`config.mk`:
```
export PLATFORM = sky130hd
export DESIGN_NAME = sort4_gather
export DESIGN_NICKNAME = d
export VERILOG_FILES = /design/src/rtl/sort4_gather_pkg.sv /design/src/rtl/sort4_gather_outreg.sv /design/src/rtl/sort4_gather.sv
export SDC_FILE = /design/constraint.sdc
export NUM_CORES = 1
export LEC_CHECK = 0
export ABC_AREA = 0
export CORE_MARGIN = 5
export CORE_UTILIZATION = 35
export DETAILED_ROUTE_END_ITERATION = 16
export GPL_TIMING_DRIVEN = 0
export HOLD_SLACK_MARGIN = 0.12
export PLACE_DENSITY_LB_ADDON = 0.2
export SYNTH_ARGS = -nofsm -noshare
export SYNTH_HDL_FRONTEND = slang
export SYNTH_HIERARCHICAL = 1
export SYNTH_SLANG_ARGS = --single-unit
```
`constraint.sdc`:
```
create_clock -name clk -period 3 [get_ports clk]
set_input_delay 0.3 -clock clk [delete_from_list [all_inputs] [get_ports clk]]
set_output_delay 0.3 -clock clk [all_outputs]
set_load 0.02 [all_outputs]
```
`src/rtl/sort4_gather_pkg.sv`:
```
// Shared constants for the sort4 feeder: widths, group size, pad word and FSM encodings.
package sort4_gather_pkg;
  localparam int W_DEF = 4;
  localparam int GRP   = 4;
  localparam int SEQ_W = 8;
  localparam int LEN_W = 3;

  // Padding is all-ones so padded slots sort after every real value.
  localparam logic [31:0] PAD_ALL = '1;

  localparam logic [0:0] FILL = 1'b0;
  localparam logic [0:0] HOLD = 1'b1;

  typedef struct packed {
    logic [SEQ_W-1:0] seq;
    logic [LEN_W-1:0] len;
  } grp_meta_t;
endpackage

```
`src/rtl/sort4_gather_outreg.sv`:
```
// Output register for one 4-word group with valid/ready and a per-load sequence number.
// Latency: load strobe visible on outputs after 1 edge.
// Backpressure: words held while out_valid && !out_ready; load may coincide with a take.
module sort4_gather_outreg
  import sort4_gather_pkg::*;
#(
  parameter int W = W_DEF
) (
  input  logic               clk,
  input  logic               rst_n,
  input  logic               load,
  input  logic [GRP*W-1:0]   ld_data,
`ifdef SORT4_GATHER_FLUSH_EN
  input  logic [LEN_W-1:0]   ld_len,
  output logic [LEN_W-1:0]   out_len,
`endif
  input  logic               out_ready,
  output logic               out_valid,
  output logic [W-1:0]       out_a,
  output logic [W-1:0]       out_b,
  output logic [W-1:0]       out_c,
  output logic [W-1:0]       out_d,
  output logic [SEQ_W-1:0]   out_seq
);
  // Number handed to the next loaded group; out_seq shows the current one.
  logic [SEQ_W-1:0] nxt_seq;

  always_ff @(posedge clk) begin
    if (!rst_n) begin
      out_valid <= 1'b0;
      out_a     <= '0;
      out_b     <= '0;
      out_c     <= '0;
      out_d     <= '0;
      out_seq   <= '0;
      nxt_seq   <= '0;
    end else if (load) begin
      {out_a, out_b, out_c, out_d} <= ld_data;
      out_valid <= 1'b1;
      out_seq   <= nxt_seq;
      nxt_seq   <= nxt_seq + SEQ_W'(1);
    end else if (out_ready) begin
      out_valid <= 1'b0;
    end
  end

`ifdef SORT4_GATHER_FLUSH_EN
  always_ff @(posedge clk) begin
    if (!rst_n)
      out_len <= '0;
    else if (load)
      out_len <= ld_len;
  end
`endif
endmodule

```
`src/rtl/sort4_gather.sv`:
```
// Serial-to-parallel feeder for sort4: packs four beats into one registered group (SORT4_GATHER_FLUSH_EN adds flush/out_len).
// Latency: 1 cycle from 4th accepted beat to out_valid.
// Backpressure: one spare group held in the assembly buffer; in_ready drops only while it is occupied.
module sort4_gather
  import sort4_gather_pkg::*;
#(
  parameter int W = W_DEF
) (
  input  logic               clk,
  input  logic               rst_n,
  input  logic [W-1:0]       in_data,
  input  logic               in_valid,
  output logic               in_ready,
`ifdef SORT4_GATHER_FLUSH_EN
  input  logic               flush,
  output logic [LEN_W-1:0]   out_len,
`endif
  output logic [W-1:0]       out_a,
  output logic [W-1:0]       out_b,
  output logic [W-1:0]       out_c,
  output logic [W-1:0]       out_d,
  output logic               out_valid,
  input  logic               out_ready,
  output logic [SEQ_W-1:0]   out_seq
);
  logic [0:0]       state;
  logic [1:0]       cnt;
  logic [W-1:0]     slot [GRP];
  logic [W-1:0]     grp  [GRP];
  logic             acc;
  logic             take;
  logic             room;
  logic             close;
  logic             load;
  logic [GRP*W-1:0] ld_data;

  assign in_ready = rst_n && (state == FILL);
  assign acc      = in_valid && in_ready;
  assign take     = out_valid && out_ready;
  assign room     = !out_valid || out_ready;

  // Group as it would look if closed this cycle: stored slots, the incoming beat, then padding.
  always_comb begin
    for (int i = 0; i < GRP; i++) begin
      if (i < int'(cnt))
        grp[i] = slot[i];
      else if (acc && (i == int'(cnt)))
        grp[i] = in_data;
      else
        grp[i] = PAD_ALL[W-1:0];
    end
  end

`ifdef SORT4_GATHER_FLUSH_EN
  logic [LEN_W-1:0] grp_len;
  logic [LEN_W-1:0] hold_len;
  logic [LEN_W-1:0] ld_len;

  assign grp_len = {1'b0, cnt} + {{(LEN_W-1){1'b0}}, acc};
  assign close   = (state == FILL) &&
                   ((acc && (cnt == 2'd3)) || (flush && (grp_len != '0)));
  assign ld_len  = (state == HOLD) ? hold_len : grp_len;

  always_ff @(posedge clk) begin
    if (!rst_n)
      hold_len <= '0;
    else if ((state == FILL) && close && !room)
      hold_len <= grp_len;
  end
`else
  assign close = acc && (cnt == 2'd3);
`endif

  assign load    = ((state == FILL) && close && room) || ((state == HOLD) && take);
  assign ld_data = (state == HOLD) ? {slot[0], slot[1], slot[2], slot[3]}
                                   : {grp[0], grp[1], grp[2], grp[3]};

  always_ff @(posedge clk) begin
    if (!rst_n) begin
      state <= FILL;
      cnt   <= '0;
      for (int i = 0; i < GRP; i++)
        slot[i] <= '0;
    end else if (state == FILL) begin
      if (close) begin
        cnt <= '0;
        // Output still busy: park the whole group and stop accepting.
        if (!room) begin
          state <= HOLD;
          for (int i = 0; i < GRP; i++)
            slot[i] <= grp[i];
        end
      end else if (acc) begin
        slot[cnt] <= in_data;
        cnt       <= cnt + 2'd1;
      end
    end else if (take) begin
      state <= FILL;
      cnt   <= '0;
    end
  end

  sort4_gather_outreg #(.W(W)) u_outreg (
    .clk       (clk),
    .rst_n     (rst_n),
    .load      (load),
    .ld_data   (ld_data),
`ifdef SORT4_GATHER_FLUSH_EN
    .ld_len    (ld_len),
    .out_len   (out_len),
`endif
    .out_ready (out_ready),
    .out_valid (out_valid),
    .out_a     (out_a),
    .out_b     (out_b),
    .out_c     (out_c),
    .out_d     (out_d),
    .out_seq   (out_seq)
  );
endmodule

```
==> reports/metrics.csv, run 1 <==
metric;value;unit
gr-usage-all-layers;14.0;%
chipHeight;95.6;um
design.portCount;34;
cts_setup_buffers;0;
initial_antenna_violation_count;0;
layout_setup_ws;0.648;ns
power.share.sequential;55.4;%
nFillCells;696;
synth_edf_count;16;
violation_count_after_the_first_detailed_route_iteration;87;
path_clk_slew;0.10;ns
floorplan.rows;31;
die_x;95.6;um
layout-drive-gt1-share;8.39;%
fin_nets;286;
mappedNetlistArea;2560;sq um
synth.lib_cells_used.distinct;44;
setup.worst_path.class;in2out;
max_capacitance_violation_total;0;
max_clock_freq;425;MHz
firstDrtPassIters;6;
ir_worst_vdd;0.212;mV
first_pass_grt_wire_length;9920;um
power.density;438;nW/um^2
crit_path_dat;2.05;ns
dp_hpwl;4200;um
final.setup.tns;0;ns
number_of_inserted_diodes;0;
port_buffers;29;
grt_pass1_vias;1905;
timing.critical_path.from_type;primary input;
routed-via-count;1866;
syn_nets;250;
grt_setup_unrepaired;no;
crit_start;rst_n;
crit_required;2.70;ns
clock_tree.htree_level_count;2;
post-route-util;43.1;%
initial_utilization;35.7;%
cts_root_buf;clkbuf_8;
via_per_inst;5.00;
dp_worst_setup_slack;0.318;ns
critical_path_peak_fanout;12;
drv_slew;0;
cts_tree;yes;
drt_drc_violations_left;0;
detail_route.wl_per_cell;15.9;um
worst_slew_margin_rel;63.4;%
synth-seq-area-share;46.9;%
place.gp.congestion;0.768;
worstMarginPinSlew;0.545;ns
grt-ovfl-total;0;
switchingPower;0.000318;W
internal_power;0.00104;W
finalHoldViolCount;0;
setup_viol;0;
min_from;in_valid;
postCtsHoldBufs;0;
drtAntennaViolNets;0;
syn-mean-instance-area;10.8;sq um
gate_count_after_technology_mapping;237;
clock_path_buffers;2;
syn_to_final_growth;20.7;%
element_type_at_the_critical_path_end;output pin;
power.share.switching;23.5;%
cts-buffers-inserted;5;
timing.hold.worst.class;in2reg;
synthesis.yosys.warnings;6;
run_status;finished, final reports clean;
fin_skew;0.00678;ns
design.die.area;9130;sq um
worst_r2r_startpoint;cnt[1];
maximum_number_of_pins_on_one_net_before_global_route_repair;18;
async_reset_ff_share;0;%
postSynthRegisterBits;52;
synthFlopType;dfxtp_1;
clk_latency;0.31;ns
share_clk_of_total_power;37.1;%
total_leakage_power;1.01;nW
totalWireLength;5930;um
fin_crit;2.35;ns
pwr-share-comb;7.5;%
cts_resized;0;
number_of_clock_sinks;52;
min_period_over_period;78.4;%
core_region_area;7180;sq um
==> power by group through the flow <==
stage	Clock, W	Sequential (W)	Combinational (W)
after CTS	0.000518	0.000749	0.000102
after global routing	0.000544	0.000752	0.000112
after detailed placement	0	0.000765	0.000101
final	0.000503	0.000749	0.000101
after floorplan	0	0.000764	0.0000669
after global placement	0	0.000765	0.000101
==> cells in the final DEF, fill, tap and decap left out, drive strengths merged, types with 4 or more instances in the layout <==
cell type / instances
dfxtp: 36
nor2b: 29
clkdlybuf4s50: 29
mux2i: 26
edfxtp: 16
buf: 12
o22a: 11
clkbuf: 11
nand2: 10
a22o: 8
nand2b: 8
nand3: 7
and3: 6
and2: 5
ha: 5
nand4: 5
o31a: 4
nor2: 4
o211ai: 4
inv: 4
==> sequential cells by signal, indices dropped and copies added, names as in the netlist, 2 cells and up <==
name	cells
u_outreg/out_c	4
slot	16
cnt	2
u_outreg/out_d	4
u_outreg/nxt_seq	8
u_outreg/out_seq	8
u_outreg/out_a	4
u_outreg/out_b	4
==> final timing paths <==
path	to	slack, ns	cells past startpoint
worst max-delay path	in_ready	0.65	3
worst min-delay path	cnt[1]	0.29	3
worst max register to register	slot[0][1]	0.77	6
worst min register to register	u_outreg/nxt_seq[7]	0.50	2
==> Yosys cell counts (4+ instances only) <==
| master | count | area [sq um] |
|---|---|---|
| edfxtp_1 | 16 | 480 |
| dfxtp_1 | 36 | 721 |
| nor2b_1 | 29 | 181 |
| ha_1 | 5 | 62.6 |
| and3_1 | 5 | 31.3 |
| nand3_1 | 7 | 35.0 |
| and2_1 | 5 | 31.3 |
| o22a_1 | 11 | 96.3 |
| buf_1 | 4 | 15.0 |
| clkbuf_1 | 6 | 22.5 |
| nand2b_1 | 7 | 43.8 |
| o31a_1 | 4 | 35.0 |
| mux2i_1 | 26 | 260 |
| o211ai_1 | 4 | 30.0 |
| nand2_1 | 9 | 33.8 |
| nor2_1 | 4 | 15.0 |
| nand4_1 | 4 | 25.0 |
| a22o_1 | 8 | 70.1 |
==> per-layer routing <==
metal | global-route usage, % | share of wire, % | routed length (um) | up-vias
met2 | 21.1 | 43 | 2530 | 47
met1 | 20.3 | 53 | 3120 | 882
met3 | 2.45 | 3.5 | 209 | 6
met5 | 0 | 0 | 0 | -
met4 | 3.91 | 1.1 | 66 | 0
li1 | - | - | - | 931
==> critical path: stages <==
cell and delay, ns:
clkdlybuf4s50_1 0.78, nor2b_1 0.31, clkdlybuf4s50_1 0.65
==> stage by stage <==
| step | cells | total power [W] | area [sq um] | hold WS, ns |
|---|---|---|---|---|
| 3_3_place_gp | 365 | 0.000866 | 2980 | 0.477 |
| 4_1_cts | 373 | 0.00137 | 3090 | 0.291 |
| 2_1_floorplan | 237 | 0.000831 | 2560 | 0.442 |
| 3_5_place_dp | 365 | 0.000866 | 2980 | 0.477 |
| 5_1_grt | 373 | 0.00141 | 3090 | 0.317 |
| 6_report | 373 | 0.00135 | 3090 | 0.294 |
==> logic make-up (layout without fill, tap and decap cells) <==
group	Yosys count	count (layout)	synth area share, %
flip-flops	52	52	46.9
adder cells (fa/ha/maj)	5	5	2.44
multiplexers	26	26	10.2
buffers and inverters	21	58	4.39
AND/OR/NAND/NOR	88	88	21.5
AO/OA/AOI/OAI	41	41	13.3
XOR/XNOR	4	4	1.37
==> layout make-up <==
type / count / area [sq um] / area share [%]
clock buffer: 5 / 68.8 / 2.23
tap: 99 / 124 / 4.01
inverter: 3 / 11.3 / 0.364
multi-input combinational: 164 / 1250 / 40.4
sequential: 52 / 1200 / 38.9
clock inverter: 3 / 46.3 / 1.50
timing repair buffer: 29 / 290 / 9.39
buffer: 18 / 101 / 3.28
Note: power is estimated with default switching activity, not from simulation.
==> run 2: changes to the inputs <==
- clock period: 3 -> 2.2 ns (I/O delays scaled with it)
==> reports/metrics.csv, run 2 (synthesis results as in run 1) <==
metric;value;unit;change
run_status;finished, final reports clean;;
setup.worst_path.class;reg2reg;;
port_buffers;29;;unchanged
worst_slew_margin_rel;63.4;%;about the same
crit_required;2.42;ns;-0.28 ns
die_x;95.6;um;unchanged
dp_hpwl;4200;um;unchanged
power.share.switching;23.6;%;+0.096 points
largest_register_ffs;16;;unchanged
cts_tree;yes;;
largest_register;slot;;
drt-met1-wl;3090;um;-0.99%
fin_nets;285;;-0.35%
floorplan.rows;31;;unchanged
number_of_inserted_diodes;0;;unchanged
post-route-util;43.1;%;about the same
worstMarginPinSlew;0.544;ns;-0.000743 ns
maximum_number_of_pins_on_one_net_before_global_route_repair;18;;unchanged
setup_viol;0;;unchanged
internal_power;0.00141;W;+36%
layout-drive-gt1-share;9.52;%;+1.1 points
crit_start;cnt[1];;
initial_antenna_violation_count;0;;unchanged
path_clk_slew;0.10;ns;about the same
maxUsedRoutingLayer;met4;;
number_of_clock_sinks;52;;unchanged
fin_crit;2.04;ns;
share_clk_of_total_power;37.2;%;about the same
first_pass_grt_wire_length;9920;um;unchanged
clock_tree.htree_level_count;2;;unchanged
mostFrequentLayoutCell;dfxtp_1;;
holdPathStages;3;;unchanged
drt_drc_violations_left;0;;unchanged
crit_path_dat;2.25;ns;+0.20 ns
mostFrequentLayoutCells;34 x dfxtp_1, 29 x nor2b_1, 28 x clkdlybuf4s50_1, 26 x mux2i_1, 16 x edfxtp_1;;
grt_setup_unrepaired;no;;
cts-buffers-inserted;5;;unchanged
reg2reg_to;u_outreg/nxt_seq[2];;
switchingPower;0.000435;W;+37%
chipHeight;95.6;um;unchanged
core_region_area;7180;sq um;unchanged
via_per_inst;5.01;;+0.11%
totalWireLength;5920;um;-0.29%
power.density;597;nW/um^2;+36%
timing.hold.worst.class;in2reg;;
layout_setup_ws;0.163;ns;-0.486 ns
clk_latency;0.31;ns;about the same
dp_worst_setup_slack;-0.402;ns;-0.720 ns
power.share.sequential;55.3;%;about the same
drtAntennaViolNets;0;;unchanged
fin_skew;0.00758;ns;+0.000802 ns
crit_end;u_outreg/nxt_seq[2];;
max_clock_freq;491;MHz;
min_from;in_valid;;
worst_r2r_startpoint;cnt[1];;
dp_cells;365;;unchanged
place.gp.congestion;0.768;;unchanged
pwr-share-comb;7.4;%;about the same
min_period_over_period;92.6;%;
detail_route.wl_per_cell;15.9;um;about the same
grt_pass1_vias;1899;;-0.31%
design.portCount;34;;unchanged
timing.critical_path.from_type;register;;
top_regs;slot x16, u_outreg/nxt_seq x8, u_outreg/out_seq x8;;
power.total;0.00185;W;+36%
element_type_at_the_critical_path_end;register;;
grt-ovfl-total;0;;unchanged
layoutNonFillerInstCount;372;;-0.27%
route.met2.wl;2520;um;-0.47%
wl_met3;234;um;+12%
finalHoldViolCount;0;;unchanged
max_capacitance_violation_total;0;;unchanged
final.setup.tns;0;ns;unchanged
clock_path_buffers;2;;unchanged
worst-r2r-setup-slack;0.16;ns;-0.61 ns
worst-r2r-cell-count;10;;+4
cts_root_buf;clkbuf_8;;
gr-usage-all-layers;13.9;%;-0.016 points
routed-via-count;1863;;-0.16%
initial_utilization;35.7;%;unchanged
design.die.area;9130;sq um;unchanged
ir_worst_vdd;0.290;mV;+37%
violation_count_after_the_first_detailed_route_iteration;98;;+13%
cts_setup_buffers;0;;unchanged
drv_slew;0;;unchanged
total_leakage_power;1.02;nW;+0.55%
syn_to_final_growth;20.7;%;about the same
firstDrtPassIters;4;;-2
critical_path_peak_fanout;10;;-2
-- run 2: cell types whose count changed in the layout (fill, tap and decap cells not counted), sizes merged --
cell / delta
clkbuf: -1
clkdlybuf4s50: -1
dlygate4sd2: +1
-- run 2: power by group through the flow --
stage	Clock [W]	Combinational, W	Sequential (W)
2_1_floorplan	0	0.0000912	0.00104
3_3_place_gp	0	0.000138	0.00104
3_5_place_dp	0	0.000138	0.00104
4_1_cts	0.000706	0.000138	0.00102
5_1_grt	0.000742	0.000152	0.00103
6_report	0.000687	0.000137	0.00102
-- run 2: stage by stage --
| step | hold slack (ns) | area (sq um) |
|---|---|---|
| floorplan | 0.366 | 2560 |
| global placement | 0.477 | 2980 |
| detailed placement | 0.477 | 2980 |
| CTS | 0.211 | 3090 |
| global route | 0.225 | 3090 |
| finish | 0.208 | 3090 |
-- run 2: worst min path at each step --
| stage | end | slack, ns |
|---|---|---|
| 3_5_place_dp | u_outreg/nxt_seq[7] | 0.48 |
| 3_3_place_gp | u_outreg/nxt_seq[7] | 0.48 |
| 4_1_cts | cnt[1] | 0.21 |
| 6_report | cnt[1] | 0.21 |
| 5_1_grt | cnt[1] | 0.23 |
| 2_1_floorplan | u_outreg/nxt_seq[7] | 0.37 |
-- run 2: critical path, stage by stage, from the launching register on --
cell and delay [ns]:
dfxtp_4 0.41, ha_1 0.14, buf_2 0.19, nand4b_1 0.17, a21oi_1 0.16, buf_2 0.18
buf_6 0.18, buf_6 0.19, nand2_2 0.06, xnor2_1 0.11, and2_1 0.15
-- run 2: area by class of cell --
| cell class | instances | area [sq um] |
|---|---|---|
| fill | 695 | 4080 |
| multi-input combinational | 164 | 1250 |
| sequential | 52 | 1210 |
| timing repair buffer | 29 | 289 |
| tap | 99 | 124 |
| buffer | 17 | 98.8 |
| clock buffer | 5 | 68.8 |
| clock inverter | 3 | 46.3 |
| inverter | 3 | 11.3 |
-- run 2: what timing repair did --
| item | in CTS | in global routing |
|---|---|---|
| pin swaps | 0 | 0 |
| hold buffers | 0 | 0 |
| setup endpoints to repair | 6 | 16 |
| endpoints found under the hold margin | 0 | 0 |
| gates resized for setup | 1 | 5 |
-- run 2: routing by layer --
metal  vias to the layer above  track usage (%)
met5                         -                0
met1                       885             20.4
met2                        42             20.9
li1                        930                -
met3                         6             2.45
met4                         0             3.91
